==> src/rtl/exception_commit_if.sv <==
// Commit-stage bus: instruction request, CP0 exception write/vectors, and fetch redirect.
// Master is the pipeline/CP0/fetch environment; slave is the commit stage itself.
// Signals keep their _i/_o suffixes as seen from the commit stage.
interface exception_commit_if;
  logic        req_valid_i;
  logic        req_ready_o;
  logic [31:0] req_pc_i;
  logic        req_bd_i;
  logic        req_eret_i;
  logic        req_is_store_i;
  logic [12:0] req_flags_i;
  logic [31:0] req_mem_addr_i;
  logic        interrupt_pending_i;
  logic [31:0] epc_i;
  logic [31:0] exc_handler_i;
  logic [31:0] int_handler_i;
  logic [31:0] tlb_refill_handler_i;
  logic        en_exp_o;
  logic        ewr_bd_o;
  logic [31:0] ewr_epc_o;
  logic [31:0] ewr_badVAddr_o;
  logic [4:0]  ewr_excCode_o;
  logic        flush_o;
  logic        redirect_valid_o;
  logic        redirect_ready_i;
  logic [31:0] redirect_pc_o;

  modport master (
    output req_valid_i, req_pc_i, req_bd_i, req_eret_i, req_is_store_i, req_flags_i,
           req_mem_addr_i, interrupt_pending_i, epc_i, exc_handler_i, int_handler_i,
           tlb_refill_handler_i, redirect_ready_i,
    input  req_ready_o, en_exp_o, ewr_bd_o, ewr_epc_o, ewr_badVAddr_o, ewr_excCode_o,
           flush_o, redirect_valid_o, redirect_pc_o
  );

  modport slave (
    input  req_valid_i, req_pc_i, req_bd_i, req_eret_i, req_is_store_i, req_flags_i,
           req_mem_addr_i, interrupt_pending_i, epc_i, exc_handler_i, int_handler_i,
           tlb_refill_handler_i, redirect_ready_i,
    output req_ready_o, en_exp_o, ewr_bd_o, ewr_epc_o, ewr_badVAddr_o, ewr_excCode_o,
           flush_o, redirect_valid_o, redirect_pc_o
  );
endinterface

==> src/rtl/exception_commit.sv <==
// Precise-exception commit: prioritise oldest instruction's exceptions/interrupt, write CP0, flush, redirect fetch.
// Latency: accept at T, CP0 write + flush + redirect at T+1, earliest next accept at T+2.
// Backpressure: req_ready_o low outside IDLE; redirect held stable until redirect_ready_i.
module exception_commit #(
  parameter logic [31:0] BD_EPC_OFFSET = 32'd4,
  parameter bit          INT_ON_BD     = 1'b1,
  parameter logic [4:0]  EXC_ERET      = 5'h1f
) (
  input  logic               clk,
  input  logic               resetn,
  exception_commit_if.slave  bus
);

  localparam logic [4:0] C_INT  = 5'd0;
  localparam logic [4:0] C_MOD  = 5'd1;
  localparam logic [4:0] C_TLBL = 5'd2;
  localparam logic [4:0] C_TLBS = 5'd3;
  localparam logic [4:0] C_ADEL = 5'd4;
  localparam logic [4:0] C_ADES = 5'd5;
  localparam logic [4:0] C_SYS  = 5'd8;
  localparam logic [4:0] C_BP   = 5'd9;
  localparam logic [4:0] C_RI   = 5'd10;
  localparam logic [4:0] C_CPU  = 5'd11;
  localparam logic [4:0] C_OV   = 5'd12;

  typedef enum logic [1:0] {S_IDLE, S_COMMIT, S_REDIRECT} state_t;
  typedef enum logic [1:0] {V_EXC, V_INT, V_REFILL, V_ERET} vec_t;

  state_t      r_state, w_next;
  logic [4:0]  r_code;
  logic        r_bd;
  logic [31:0] r_epc, r_badva, r_redir_pc;
  vec_t        r_vec;

  logic        w_take_int, w_act, w_eret, w_accept;
  logic [4:0]  w_code;
  logic [31:0] w_epc, w_badva, w_commit_pc;
  vec_t        w_vec;
  logic [12:0] w_f;

  assign w_f        = bus.req_flags_i;
  assign w_take_int = bus.interrupt_pending_i & (INT_ON_BD | ~bus.req_bd_i);
  assign w_epc      = bus.req_bd_i ? (bus.req_pc_i - BD_EPC_OFFSET) : bus.req_pc_i;
  assign w_accept   = (r_state == S_IDLE) & bus.req_valid_i & w_act;

  // Pick the winning exception by priority; ERET is lowest, nothing set means plain retire.
  always_comb begin
    w_act   = 1'b1;
    w_eret  = 1'b0;
    w_code  = C_INT;
    w_badva = 32'd0;
    w_vec   = V_EXC;
    if (w_take_int) begin
      w_vec = V_INT;
    end else if (w_f[0]) begin
      w_code = C_ADEL; w_badva = bus.req_pc_i;
    end else if (w_f[1] | w_f[2]) begin
      w_code = C_TLBL; w_badva = bus.req_pc_i; w_vec = w_f[1] ? V_REFILL : V_EXC;
    end else if (w_f[3]) begin
      w_code = C_RI;
    end else if (w_f[4]) begin
      w_code = C_CPU;
    end else if (w_f[5]) begin
      w_code = C_OV;
    end else if (w_f[6]) begin
      w_code = C_SYS;
    end else if (w_f[7]) begin
      w_code = C_BP;
    end else if (w_f[8]) begin
      w_code = C_ADEL; w_badva = bus.req_mem_addr_i;
    end else if (w_f[9]) begin
      w_code = C_ADES; w_badva = bus.req_mem_addr_i;
    end else if (w_f[10] | w_f[11]) begin
      w_code  = bus.req_is_store_i ? C_TLBS : C_TLBL;
      w_badva = bus.req_mem_addr_i;
      w_vec   = w_f[10] ? V_REFILL : V_EXC;
    end else if (w_f[12]) begin
      w_code = C_MOD; w_badva = bus.req_mem_addr_i;
    end else if (bus.req_eret_i) begin
      w_code = EXC_ERET; w_vec = V_ERET; w_eret = 1'b1;
    end else begin
      w_act = 1'b0;
    end
  end

  // Handler address is read from CP0 in the COMMIT cycle, before CP0 sees the exception write.
  always_comb begin
    case (r_vec)
      V_INT:    w_commit_pc = bus.int_handler_i;
      V_REFILL: w_commit_pc = bus.tlb_refill_handler_i;
      V_ERET:   w_commit_pc = bus.epc_i;
      default:  w_commit_pc = bus.exc_handler_i;
    endcase
  end

  // State register.
  always_ff @(posedge clk or negedge resetn) begin
    if (!resetn) r_state <= S_IDLE;
    else         r_state <= w_next;
  end

  // Next-state logic.
  always_comb begin
    w_next = r_state;
    case (r_state)
      S_IDLE:     if (w_accept) w_next = S_COMMIT;
      S_COMMIT:   w_next = bus.redirect_ready_i ? S_IDLE : S_REDIRECT;
      S_REDIRECT: if (bus.redirect_ready_i) w_next = S_IDLE;
      default:    w_next = S_IDLE;
    endcase
  end

  // Capture the exception record on accept and the redirect target at the end of COMMIT.
  always_ff @(posedge clk or negedge resetn) begin
    if (!resetn) begin
      r_code     <= 5'd0;
      r_bd       <= 1'b0;
      r_epc      <= 32'd0;
      r_badva    <= 32'd0;
      r_vec      <= V_EXC;
      r_redir_pc <= 32'd0;
    end else begin
      if (w_accept) begin
        r_code  <= w_code;
        r_bd    <= w_eret ? 1'b0 : bus.req_bd_i;
        r_epc   <= w_eret ? 32'd0 : w_epc;
        r_badva <= w_badva;
        r_vec   <= w_vec;
      end
      if (r_state == S_COMMIT) r_redir_pc <= w_commit_pc;
    end
  end

  // Outputs decoded from state; CP0 write and flush exist only in COMMIT.
  always_comb begin
    bus.req_ready_o      = 1'b0;
    bus.en_exp_o         = 1'b0;
    bus.flush_o          = 1'b0;
    bus.redirect_valid_o = 1'b0;
    bus.redirect_pc_o    = 32'd0;
    bus.ewr_bd_o         = 1'b0;
    bus.ewr_epc_o        = 32'd0;
    bus.ewr_badVAddr_o   = 32'd0;
    bus.ewr_excCode_o    = 5'd0;
    case (r_state)
      S_IDLE: bus.req_ready_o = 1'b1;
      S_COMMIT: begin
        bus.en_exp_o         = 1'b1;
        bus.flush_o          = 1'b1;
        bus.redirect_valid_o = 1'b1;
        bus.redirect_pc_o    = w_commit_pc;
        bus.ewr_bd_o         = r_bd;
        bus.ewr_epc_o        = r_epc;
        bus.ewr_badVAddr_o   = r_badva;
        bus.ewr_excCode_o    = r_code;
      end
      S_REDIRECT: begin
        bus.redirect_valid_o = 1'b1;
        bus.redirect_pc_o    = r_redir_pc;
      end
      default: ;
    endcase
  end

endmodule

==> src/flat_wrapper.sv <==
// flat-port wrapper written by rule: the top's interface ports become plain ports
module exception_commit_flat 
#(
  parameter logic [31:0] BD_EPC_OFFSET = 32'd4,
  parameter bit          INT_ON_BD     = 1'b1,
  parameter logic [4:0]  EXC_ERET      = 5'h1f
)
  (clk, resetn, bus_req_valid_i, bus_req_pc_i, bus_req_bd_i, bus_req_eret_i, bus_req_is_store_i, bus_req_flags_i, bus_req_mem_addr_i, bus_interrupt_pending_i, bus_epc_i, bus_exc_handler_i, bus_int_handler_i, bus_tlb_refill_handler_i, bus_redirect_ready_i, bus_req_ready_o, bus_en_exp_o, bus_ewr_bd_o, bus_ewr_epc_o, bus_ewr_badVAddr_o, bus_ewr_excCode_o, bus_flush_o, bus_redirect_valid_o, bus_redirect_pc_o);
  exception_commit_if bus_i ();
  input  logic clk;
  input  logic resetn;
  input wire logic [$bits(bus_i.req_valid_i)-1:0] bus_req_valid_i;
  input wire logic [$bits(bus_i.req_pc_i)-1:0] bus_req_pc_i;
  input wire logic [$bits(bus_i.req_bd_i)-1:0] bus_req_bd_i;
  input wire logic [$bits(bus_i.req_eret_i)-1:0] bus_req_eret_i;
  input wire logic [$bits(bus_i.req_is_store_i)-1:0] bus_req_is_store_i;
  input wire logic [$bits(bus_i.req_flags_i)-1:0] bus_req_flags_i;
  input wire logic [$bits(bus_i.req_mem_addr_i)-1:0] bus_req_mem_addr_i;
  input wire logic [$bits(bus_i.interrupt_pending_i)-1:0] bus_interrupt_pending_i;
  input wire logic [$bits(bus_i.epc_i)-1:0] bus_epc_i;
  input wire logic [$bits(bus_i.exc_handler_i)-1:0] bus_exc_handler_i;
  input wire logic [$bits(bus_i.int_handler_i)-1:0] bus_int_handler_i;
  input wire logic [$bits(bus_i.tlb_refill_handler_i)-1:0] bus_tlb_refill_handler_i;
  input wire logic [$bits(bus_i.redirect_ready_i)-1:0] bus_redirect_ready_i;
  output wire logic [$bits(bus_i.req_ready_o)-1:0] bus_req_ready_o;
  output wire logic [$bits(bus_i.en_exp_o)-1:0] bus_en_exp_o;
  output wire logic [$bits(bus_i.ewr_bd_o)-1:0] bus_ewr_bd_o;
  output wire logic [$bits(bus_i.ewr_epc_o)-1:0] bus_ewr_epc_o;
  output wire logic [$bits(bus_i.ewr_badVAddr_o)-1:0] bus_ewr_badVAddr_o;
  output wire logic [$bits(bus_i.ewr_excCode_o)-1:0] bus_ewr_excCode_o;
  output wire logic [$bits(bus_i.flush_o)-1:0] bus_flush_o;
  output wire logic [$bits(bus_i.redirect_valid_o)-1:0] bus_redirect_valid_o;
  output wire logic [$bits(bus_i.redirect_pc_o)-1:0] bus_redirect_pc_o;
  assign bus_i.req_valid_i = bus_req_valid_i;
  assign bus_i.req_pc_i = bus_req_pc_i;
  assign bus_i.req_bd_i = bus_req_bd_i;
  assign bus_i.req_eret_i = bus_req_eret_i;
  assign bus_i.req_is_store_i = bus_req_is_store_i;
  assign bus_i.req_flags_i = bus_req_flags_i;
  assign bus_i.req_mem_addr_i = bus_req_mem_addr_i;
  assign bus_i.interrupt_pending_i = bus_interrupt_pending_i;
  assign bus_i.epc_i = bus_epc_i;
  assign bus_i.exc_handler_i = bus_exc_handler_i;
  assign bus_i.int_handler_i = bus_int_handler_i;
  assign bus_i.tlb_refill_handler_i = bus_tlb_refill_handler_i;
  assign bus_i.redirect_ready_i = bus_redirect_ready_i;
  assign bus_req_ready_o = bus_i.req_ready_o;
  assign bus_en_exp_o = bus_i.en_exp_o;
  assign bus_ewr_bd_o = bus_i.ewr_bd_o;
  assign bus_ewr_epc_o = bus_i.ewr_epc_o;
  assign bus_ewr_badVAddr_o = bus_i.ewr_badVAddr_o;
  assign bus_ewr_excCode_o = bus_i.ewr_excCode_o;
  assign bus_flush_o = bus_i.flush_o;
  assign bus_redirect_valid_o = bus_i.redirect_valid_o;
  assign bus_redirect_pc_o = bus_i.redirect_pc_o;
  exception_commit #(.BD_EPC_OFFSET(BD_EPC_OFFSET), .INT_ON_BD(INT_ON_BD), .EXC_ERET(EXC_ERET)) u_core (.clk(clk), .resetn(resetn), .bus(bus_i));
endmodule
==> config.mk <==
export PLATFORM = sky130hd
export DESIGN_NAME = exception_commit_flat
export DESIGN_NICKNAME = d
export VERILOG_FILES = /design/src/rtl/exception_commit_if.sv /design/src/rtl/exception_commit.sv /design/src/flat_wrapper.sv
export SDC_FILE = /design/constraint.sdc
export NUM_CORES = 1
export LEC_CHECK = 0
export ABC_AREA = 1
export CORE_MARGIN = 2
export CORE_UTILIZATION = 40
export DETAILED_ROUTE_END_ITERATION = 8
export PLACE_DENSITY = 0.77
export SLEW_MARGIN = 20
export SYNTH_ARGS = -nofsm -noshare
export SYNTH_HDL_FRONTEND = slang
export SYNTH_SLANG_ARGS = --single-unit
==> constraint.sdc <==
create_clock -name clk -period 2.38 [get_ports clk]
set_input_delay 0.714 -clock clk [delete_from_list [all_inputs] [get_ports clk]]
set_output_delay 0.714 -clock clk [all_outputs]
set_load 0.01 [all_outputs]
* Word level (Yosys, flattened, before mapping)
Index checks and enable logic that the tools add are counted.
** Word-level totals
- Register bits :: 106
- Input port bits :: 213
- Output and inout bits :: 106
- Word-level logic and storage cells :: 104
** Cells by class
- Add/sub/neg operators :: 1
- Equality and inequality tests :: 7
- Muxes and demuxes :: 82
- Bitwise operators :: 4
- Reduce and logical (&&, ||, !) cells :: 3
** Operators with widths (count)
- 32-bit 2-to-1 mux :: 16
- 32-bit one-hot mux with 3 select lines :: 1
- 5-bit 2-to-1 mux :: 14
- 32-bit one-hot mux with 2 select lines :: 1
- 2-bit 2-to-1 mux :: 18
- 32-bit by 3-bit subtractor with 32-bit output (second input constant) :: 1
- 1-bit 2-to-1 mux :: 31
- 2-bit equality test (second input constant) :: 3
- 2-bit one-hot mux with 3 select lines :: 1
- 2-bit by 1-bit equality test with 1-bit output (second input constant) :: 2
- 1-bit AND :: 2
- 2-bit logical NOT :: 1
- 2-bit by 1-bit != test with 1-bit output (second input constant) :: 1
- 2-bit != test (second input constant) :: 1
- 1-bit bitwise OR :: 2
- 2-bit AND reduction :: 1
- 2-bit OR reduction :: 1

* Longest topological paths before layout
Gate-level depths: netlist of the first run.
- Depth in word-level cells :: 16
- Mapped depth :: 11
- Depth with buffers taken out :: 11

* Least setup slack after synthesis of the first run
Ideal clock, no wire load.
- Path type :: register -> output
- Start :: reg u_core.r_state[1]
- End :: out bus_redirect_pc_o[21]
- Arrival :: 1.600 ns
- Required time :: 1.666 ns
- Setup slack :: 0.066 ns
- Stages on the path, launching flop included :: 7
- Path buffers :: 2
- Cell sequence :: dfrtp_1 > inv_1 > ha_1 > clkbuf_1 > buf_1 > nand2_1 > a21oi_1
** On the way
- Longest elaborated chain between the ends :: 2
- Elaborated cells between the ends (all ways) :: 3
- Those cells by class :: eq/ne (2); mux (1)
** Ends and longest elaborated chain
- from (decl) :: line exception_commit.sv:29 : state_t r_state, w_next;
- from (signal assigned) :: line exception_commit.sv:99 : else r_state <= w_next;
- 2-bit equality test / 2-bit by 1-bit equality test with 1-bit output (equally long branches) :: line exception_commit.sv:145 : case (r_state)
- 32-bit one-hot mux with 2 select lines * :: line exception_commit.sv:145
- to (decl) :: line flat_wrapper.sv:33 : output wire logic [$bits(bus_i.redirect_pc_o)-1:0] bus_redirect_pc_o;
Mark *: on every way between the ends. The rest lies on a longest branch, timed or not.

* Worst setup path in the final report of the first run
- Start :: reg u_core.r_vec[0]
- End :: out bus_redirect_pc_o[12]
** On the way
- Longest elaborated chain between the ends :: 3
- Elaborated cells between the ends (all ways) :: 5
- Those cells by class :: eq/ne (3); mux (2)
** Ends and longest elaborated chain
- from (decl) :: line exception_commit.sv:33 : vec_t r_vec;
- from (signal assigned) :: line exception_commit.sv:128 : r_vec <= w_vec;
- 2-bit equality test / 2-bit by 1-bit equality test with 1-bit output (equally long branches) :: line exception_commit.sv:88 : case (r_vec)
- 32-bit one-hot mux with 3 select lines * :: line exception_commit.sv:88
- 32-bit one-hot mux with 2 select lines * :: line exception_commit.sv:145
Marks and branches as above.

==> results of run 1 <==
[critical path: stages, from the launching register on]
cell and delay, ps:
dfrtp_2 410, inv_2 70, nor2_4 180, buf_4 160, buf_16 130, nand2_1 50
nand4_1 140, nand2_2 80, a21oi_2 160, buf_6 140
[final cells by class]
cell class                      instances  share of cell area
Tap cell                              229              0.0228
Multi-Input combinational cell        837               0.324
Clock inverter                          7             0.00658
Timing Repair Buffer                  484               0.365
Antenna cell                            3            0.000598
Clock buffer                            9              0.0179
Sequential cell                       106               0.212
Inverter                              171              0.0515
[cells in the mapped netlist, drive strengths merged, types with 9 or more instances]
| cell type | instances |
|---|---|
| xor2 | 9 |
| clkbuf | 28 |
| buf | 25 |
| inv | 171 |
| nor2 | 73 |
| o22ai | 29 |
| nand4 | 42 |
| a21oi | 37 |
| o21ai | 32 |
| dfrtp | 106 |
| nand2 | 561 |
| nand3 | 39 |
[worst max-delay path by stage]
stage	from	endpoint	slack [ps]	cells past startpoint
finish	u_core.r_vec[0]	bus_redirect_pc_o[12]	-210	9
detailed placement	bus_tlb_refill_handler_i[22]	bus_redirect_pc_o[22]	-650	6
CTS	u_core.r_vec[1]	bus_redirect_pc_o[22]	-240	8
global placement	bus_tlb_refill_handler_i[22]	bus_redirect_pc_o[22]	-660	6
floorplan	u_core.r_state[1]	bus_redirect_pc_o[21]	70	6
global route	u_core.r_vec[0]	bus_redirect_pc_o[13]	-280	9
[registers in the layout (all words and copies together) (netlist names)]
register / count
u_core.r_badva: 32
u_core.r_epc: 32
u_core.r_redir_pc: 32
u_core.r_code: 5
u_core.r_state: 2
u_core.r_vec: 2
u_core.r_bd: 1
[metrics by stage]
| stage | area [µm²] | TNS [ps] |
|---|---|---|
| 2_1_floorplan | 7320 | 0 |
| 4_1_cts | 12100 | -5320 |
| 3_3_place_gp | 11600 | -25820 |
| 3_5_place_dp | 11600 | -27490 |
| 6_report | 12500 | -5620 |
| 5_1_grt | 12500 | -9220 |
[logic make-up after synthesis]
group,Yosys count,share of synthesized area
simple gates,724,0.416
buf+inv,224,0.127
flops,106,0.362
compound gates,99,0.0766
xor+xnor,9,0.0108
fa+ha+maj,4,0.00684
[placed cells by master (no fill, tap or decap), drive strengths merged]
master,instances
nand2,561
buf,218
clkdlybuf4s50,211
inv,173
dfrtp,106
nor2,74
clkbuf,60
nand4,42
nand3,39
a21oi,37
o21ai,32
o22ai,29
xor2,9
nor3,6
ha,4
diode,3
clkinv,2
nand3b,2
clkinvlp,2
clkdlybuf4s15,2
a22oi,1
nor4,1
bufinv,1
dlygate4sd2,1
dlymetal6s2s,1
[per-layer routing]
metal  track usage  vias up  wire length [µm]
li1              -     4463                 -
met1         0.361     4292             12100
met4         0.124        0              1320
met2         0.497      444             15200
met5             0        -                 0
met3        0.0571       82              2600
[what timing repair did]
item | in CTS | in global routing
endpoints found under the setup margin | 106 | 81
buffers inserted | 28 | 19
gates resized for setup | 330 | 198
hold buffers | 0 | 0
gates cloned | 4 | 9
pin swaps | 16 | 42
[power breakdown]
group / switching, mW / leakage, nW / internal [mW] / total [mW]
Clock: 0.757 / 0.145 / 0.835 / 1.59
Sequential: 0.517 / 1.34 / 2.64 / 3.16
Combinational: 4.06 / 5.25 / 3.76 / 7.82
Total: 5.33 / 6.74 / 7.24 / 12.6
==> results.py, run 1 <==
metrics = {
    "worst_setup_path": {
        "path_class": "reg2out",
        "cp.required_ps": 1670,
        "r2r_end": "u_core.r_redir_pc[27]",
        "r2r_setup_slack_ps": 90,
        "endpoint_kind": "primary output",
        "critPathArrivalTime_ps": 1880,
        "crit_path_start_kind": "flip-flop",
        "r2r_cells": 18,
        "reg2reg_from": "u_core.r_vec[0]",
        "critPathMaxFanout": 10,
    },
    "final_layout": {
        "nFillCells": 1482,
        "area_growth_pct": 71.4,
        "fin_nets": 1826,
        "register_area_um2": 2660,
        "utilization": 0.699,
        "multi_input_area_um2": 4060,
        "layout.cells.non_filler": 1846,
        "drive_above_1_share": 0.261,
    },
    "sta": {
        "worst_pin_slew_ps": 603,
        "worst_slack_ps": -211,
        "hold_slack_ps": 328,
        "fmax_mhz": 386,
        "rsz0062_at_grt": "true",
        "setup_viol": 53,
        "finalCritPeriodShare": 1.09,
        "slew_headroom": 0.597,
        "skew_ps": 9.49,
        "fin_crit_ps": 2590,
        "hold_violations": 0,
        "slew_violations": 0,
    },
    "grt": {
        "grt_pass1_vias": 8880,
        "grt_antenna_before_repair": 3,
        "grt_max_degree": 40,
        "overflow": 0,
        "grt_pass1_wl_um": 45600,
        "track_usage": 0.292,
    },
    "clock_network": {
        "cts_root_buffer": "clkbuf_16",
        "cts_tree": "yes",
        "cts.reportedPaths.clkPinSlew_ps": 80,
        "cts_buffers": 9,
        "htreeDepth": 3,
        "clockBufferDepth": 2,
        "cts_sinks": 106,
        "clock_latency_ps": 360,
    },
    "synth": {
        "ys_warn_count": 0,
        "netlist_top_cells_area": "dfrtp_1, nand2_1, inv_1",
        "ys_ff_latch": 106,
        "yosysSeqAreaShare": 0.362,
        "syn_area_um2": 7320,
        "synth_top_area_cell": "dfrtp_1",
        "synth_nets": 1383,
        "async_flop_share": 1.00,
        "ys.flop_type": "dfrtp_1",
        "synth.avg_cell_area_um2": 6.28,
        "synth_edf_count": 0,
        "ys_types": 30,
        "syn_inst": 1166,
        "synth_top_area_frac": 0.362,
    },
    "place": {
        "place_ws_ps": -655,
        "numPortBuffers": 318,
        "dp_hpwl_um": 21800,
        "placed_cells": 1772,
        "globalplace.congestion": 0.950,
    },
    "flow_run": {
        "cap_violations": 0,
    },
    "floorplan": {
        "rows": 49,
        "die_area_um2": 19400,
        "top_level_ports": 319,
        "start_util": 0.408,
        "core_area_um2": 18000,
        "die_y_um": 139,
        "die_width_um": 139,
    },
    "detailed_routing": {
        "firstDrtPassIters": 5,
        "ant_nets": 0,
        "wl_per_cell_um": 16.9,
        "drc": 0,
        "via_count": 9281,
        "drt_iter0_markers": 581,
        "wl_um": 31200,
        "vias_per_cell": 5.03,
    },
    "power_and_ir_drop": {
        "p_leak_nw": 6.74,
        "power.density_nw_per_um2": 1000,
        "ir_worst_vdd_mv": 0.712,
        "finalPower_mw": 12.6,
    },
    "outcome": {
        "violations": "setup timing",
        "status": "finished, violations left",
    },
    "worst_hold_path": {
        "hold_path_class": "in2async",
    },
}
No activity file was read; power rests on OpenSTA's default activity.
==> inputs of run 2 (changes only) <==
--- a/config.mk
+++ b/config.mk
@@ -9,6 +9,7 @@
 export CORE_MARGIN = 2
 export CORE_UTILIZATION = 40
 export DETAILED_ROUTE_END_ITERATION = 8
+export GPL_TIMING_DRIVEN = 0
 export PLACE_DENSITY = 0.77
 export SLEW_MARGIN = 20
 export SYNTH_ARGS = -nofsm -noshare
==> constraint.sdc (replaced) <==
create_clock -name clk -period 2.38 [get_ports clk]
set_input_delay 0.714 -clock clk [delete_from_list [all_inputs] [get_ports clk]]
set_output_delay 0.714 -clock clk [all_outputs]
set_load 0.005 [all_outputs]
==> run 2 against run 1 <==
  * The run still ends with setup timing left
  * Maximum frequency shrank 9.8%
  * Worst hold slack worse by 90 ps
  * Setup slack lost 280 ps
  * Critical endpoint is now bus_redirect_pc_o[0]
  * Clock-buffer cell count stayed put
  * Core utilization grew 7.3 points
  * Highest routed layer unchanged
  * First-iteration DRC count rose by 31%
  * Sequential cell count is the same
  * Non-clock buffer count increased by 85
  * Wire length up 20%
  * Combinational power grew 34%
  * Clock skew shrank 2.3 ps
==> results.py, run 2 (synthesized netlist as in run 1, its figures left out) <==
metrics = {
    "final_layout": {
        "top_regs": "u_core.r_badva: 32 flops, u_core.r_epc: 32 flops, u_core.r_redir_pc: 32 flops",
        "nFillCells": 1248,
        "utilization": 0.772,
        "drive_above_1_share": 0.370,
        "area_growth_pct": 89.3,
        "fin_nets": 1910,
        "final_common_cell": "nand2_1",
        "layout_common_cells": "nand2_1, clkdlybuf4s50_1, buf_6",
    },
    "clock_network": {
        "cts.reportedPaths.clkPinSlew_ps": 70,
        "clock_latency_ps": 360,
        "clockBufferDepth": 2,
        "cts_buffers": 9,
        "cts_sinks": 106,
        "cts_root_buffer": "clkbuf_16",
        "htreeDepth": 3,
        "cts_tree": "yes",
        "hold_buffers": 0,
    },
    "sta": {
        "rsz0062_at_grt": "true",
        "hold_violations": 0,
        "finalCritPeriodShare": 1.21,
        "setup_viol": 95,
        "worst_slack_ps": -494,
        "fin_crit_ps": 2870,
        "skew_ps": 7.16,
        "worst_pin_slew_ps": 501,
        "slew_headroom": 0.666,
        "fmax_mhz": 348,
        "hold_slack_ps": 239,
        "slew_violations": 0,
    },
    "grt": {
        "overflow": 0,
        "grt_pass1_vias": 10000,
        "grt_pass1_wl_um": 53300,
        "grt_antenna_before_repair": 4,
        "track_usage": 0.350,
        "grt_max_degree": 76,
    },
    "outcome": {
        "status": "finished, violations left",
        "violations": "setup timing",
    },
    "worst_setup_path": {
        "r2r_cells": 20,
        "r2r_setup_slack_ps": -280,
        "r2r_end": "u_core.r_redir_pc[6]",
        "cp.required_ps": 1670,
        "critPathArrivalTime_ps": 2160,
        "reg2reg_from": "u_core.r_vec[1]",
        "crit_path_start_kind": "flip-flop",
        "critPathMaxFanout": 5,
        "endpoint_kind": "primary output",
        "path_class": "reg2out",
    },
    "floorplan": {
        "die_area_um2": 19400,
        "die_width_um": 139,
        "top_level_ports": 319,
        "rows": 49,
        "die_y_um": 139,
        "core_area_um2": 18000,
        "start_util": 0.408,
    },
    "detailed_routing": {
        "via_count": 10200,
        "firstDrtPassIters": 6,
        "wl_per_cell_um": 19.3,
        "ant_nets": 0,
        "vias_per_cell": 5.30,
        "wl_um": 37300,
        "drt_iter0_markers": 762,
        "drc": 0,
    },
    "place": {
        "place_ws_ps": -1030,
        "numPortBuffers": 318,
        "globalplace.congestion": 0.980,
        "dp_hpwl_um": 23000,
    },
    "worst_hold_path": {
        "hold_path_class": "in2async",
    },
    "power_and_ir_drop": {
        "power.density_nw_per_um2": 1120,
        "ir_worst_vdd_mv": 0.749,
        "p_leak_nw": 7.35,
    },
    "flow_run": {
        "cap_violations": 0,
    },
}
==> run 2: cell types whose count changed in the layout (fill, tap and decap cells not counted), moves of 6 or more <==
cell      previous run  this run
buf_4              119        96
nand2_4             14        44
clkbuf_1             0         6
inv_2               15        58
buf_2               40        51
nand2_1            507       429
buf_12              24         7
buf_8                1        14
inv_1              155       108
buf_6               30       140
clkbuf_2            44        22
nand2_2             40        88
==> run 2: repair_timing <==
item	in CTS	in global routing
gates resized for setup	575	340
setup buffers	206	42
pin swaps	69	57
cloned	9	2
endpoints found under the setup margin	105	123
==> run 2: how the worst max path moves through the flow <==
stage	slack, ps	end	depth (start not counted)	startpoint
after detailed placement	-1030	bus_redirect_pc_o[30]	7	u_core.r_state[1]
after global routing	-530	bus_redirect_pc_o[0]	9	u_core.r_vec[1]
after CTS	-280	bus_redirect_pc_o[16]	9	u_core.r_vec[1]
final	-490	bus_redirect_pc_o[0]	9	u_core.r_vec[1]
after floorplan	180	bus_redirect_pc_o[21]	6	u_core.r_state[1]
after global placement	-3540	u_core.r_redir_pc[21]	1	resetn
==> run 2: through the flow <==
stage / instance area, µm² / std cells / power [mW] / setup TNS, ps
2_1_floorplan: 7320 / 1166 / 5.83 / 0
3_3_place_gp: 10800 / 1713 / 8.49 / -457140
3_5_place_dp: 10800 / 1714 / 8.59 / -84720
4_1_cts: 13200 / 1942 / 13.6 / -12520
5_1_grt: 13900 / 1930 / 16.2 / -20870
6_report: 13900 / 1930 / 15.5 / -15910
==> run 2: power breakdown <==
part / switching, mW / internal (mW) / total, mW
combinational: 5.10 / 5.42 / 10.5
sequential: 0.705 / 2.64 / 3.35
clock: 0.695 / 0.912 / 1.61
==> run 2: final cells by class <==
class / instances / area [µm²] / share of cell area
Buffer: 48 / 526 / 0.0379
Inverter: 171 / 654 / 0.0472
Clock inverter: 6 / 82.6 / 0.00596
Tap cell: 229 / 287 / 0.0207
Clock buffer: 9 / 225 / 0.0162
Multi-Input combinational cell: 836 / 4440 / 0.320
Timing Repair Buffer: 521 / 4980 / 0.360
Antenna cell: 4 / 10.0 / 0.000722
Sequential cell: 106 / 2650 / 0.191
==> run 2: critical path: stages, from the launching register on <==
cell,delay [ps]
dfrtp_2,470
buf_6,140
nor2_4,220
buf_6,170
buf_6,100
nand2_2,50
nand4_1,110
nand2_1,110
a21oi_1,230
buf_2,210
==> run 2: routing by layer <==
metal,up-vias,track usage,wire (µm)
met5,-,0,0
met4,0,0.195,2580
met3,177,0.0554,3060
met2,643,0.603,18000
met1,4772,0.417,13700
li1,4629,-,-
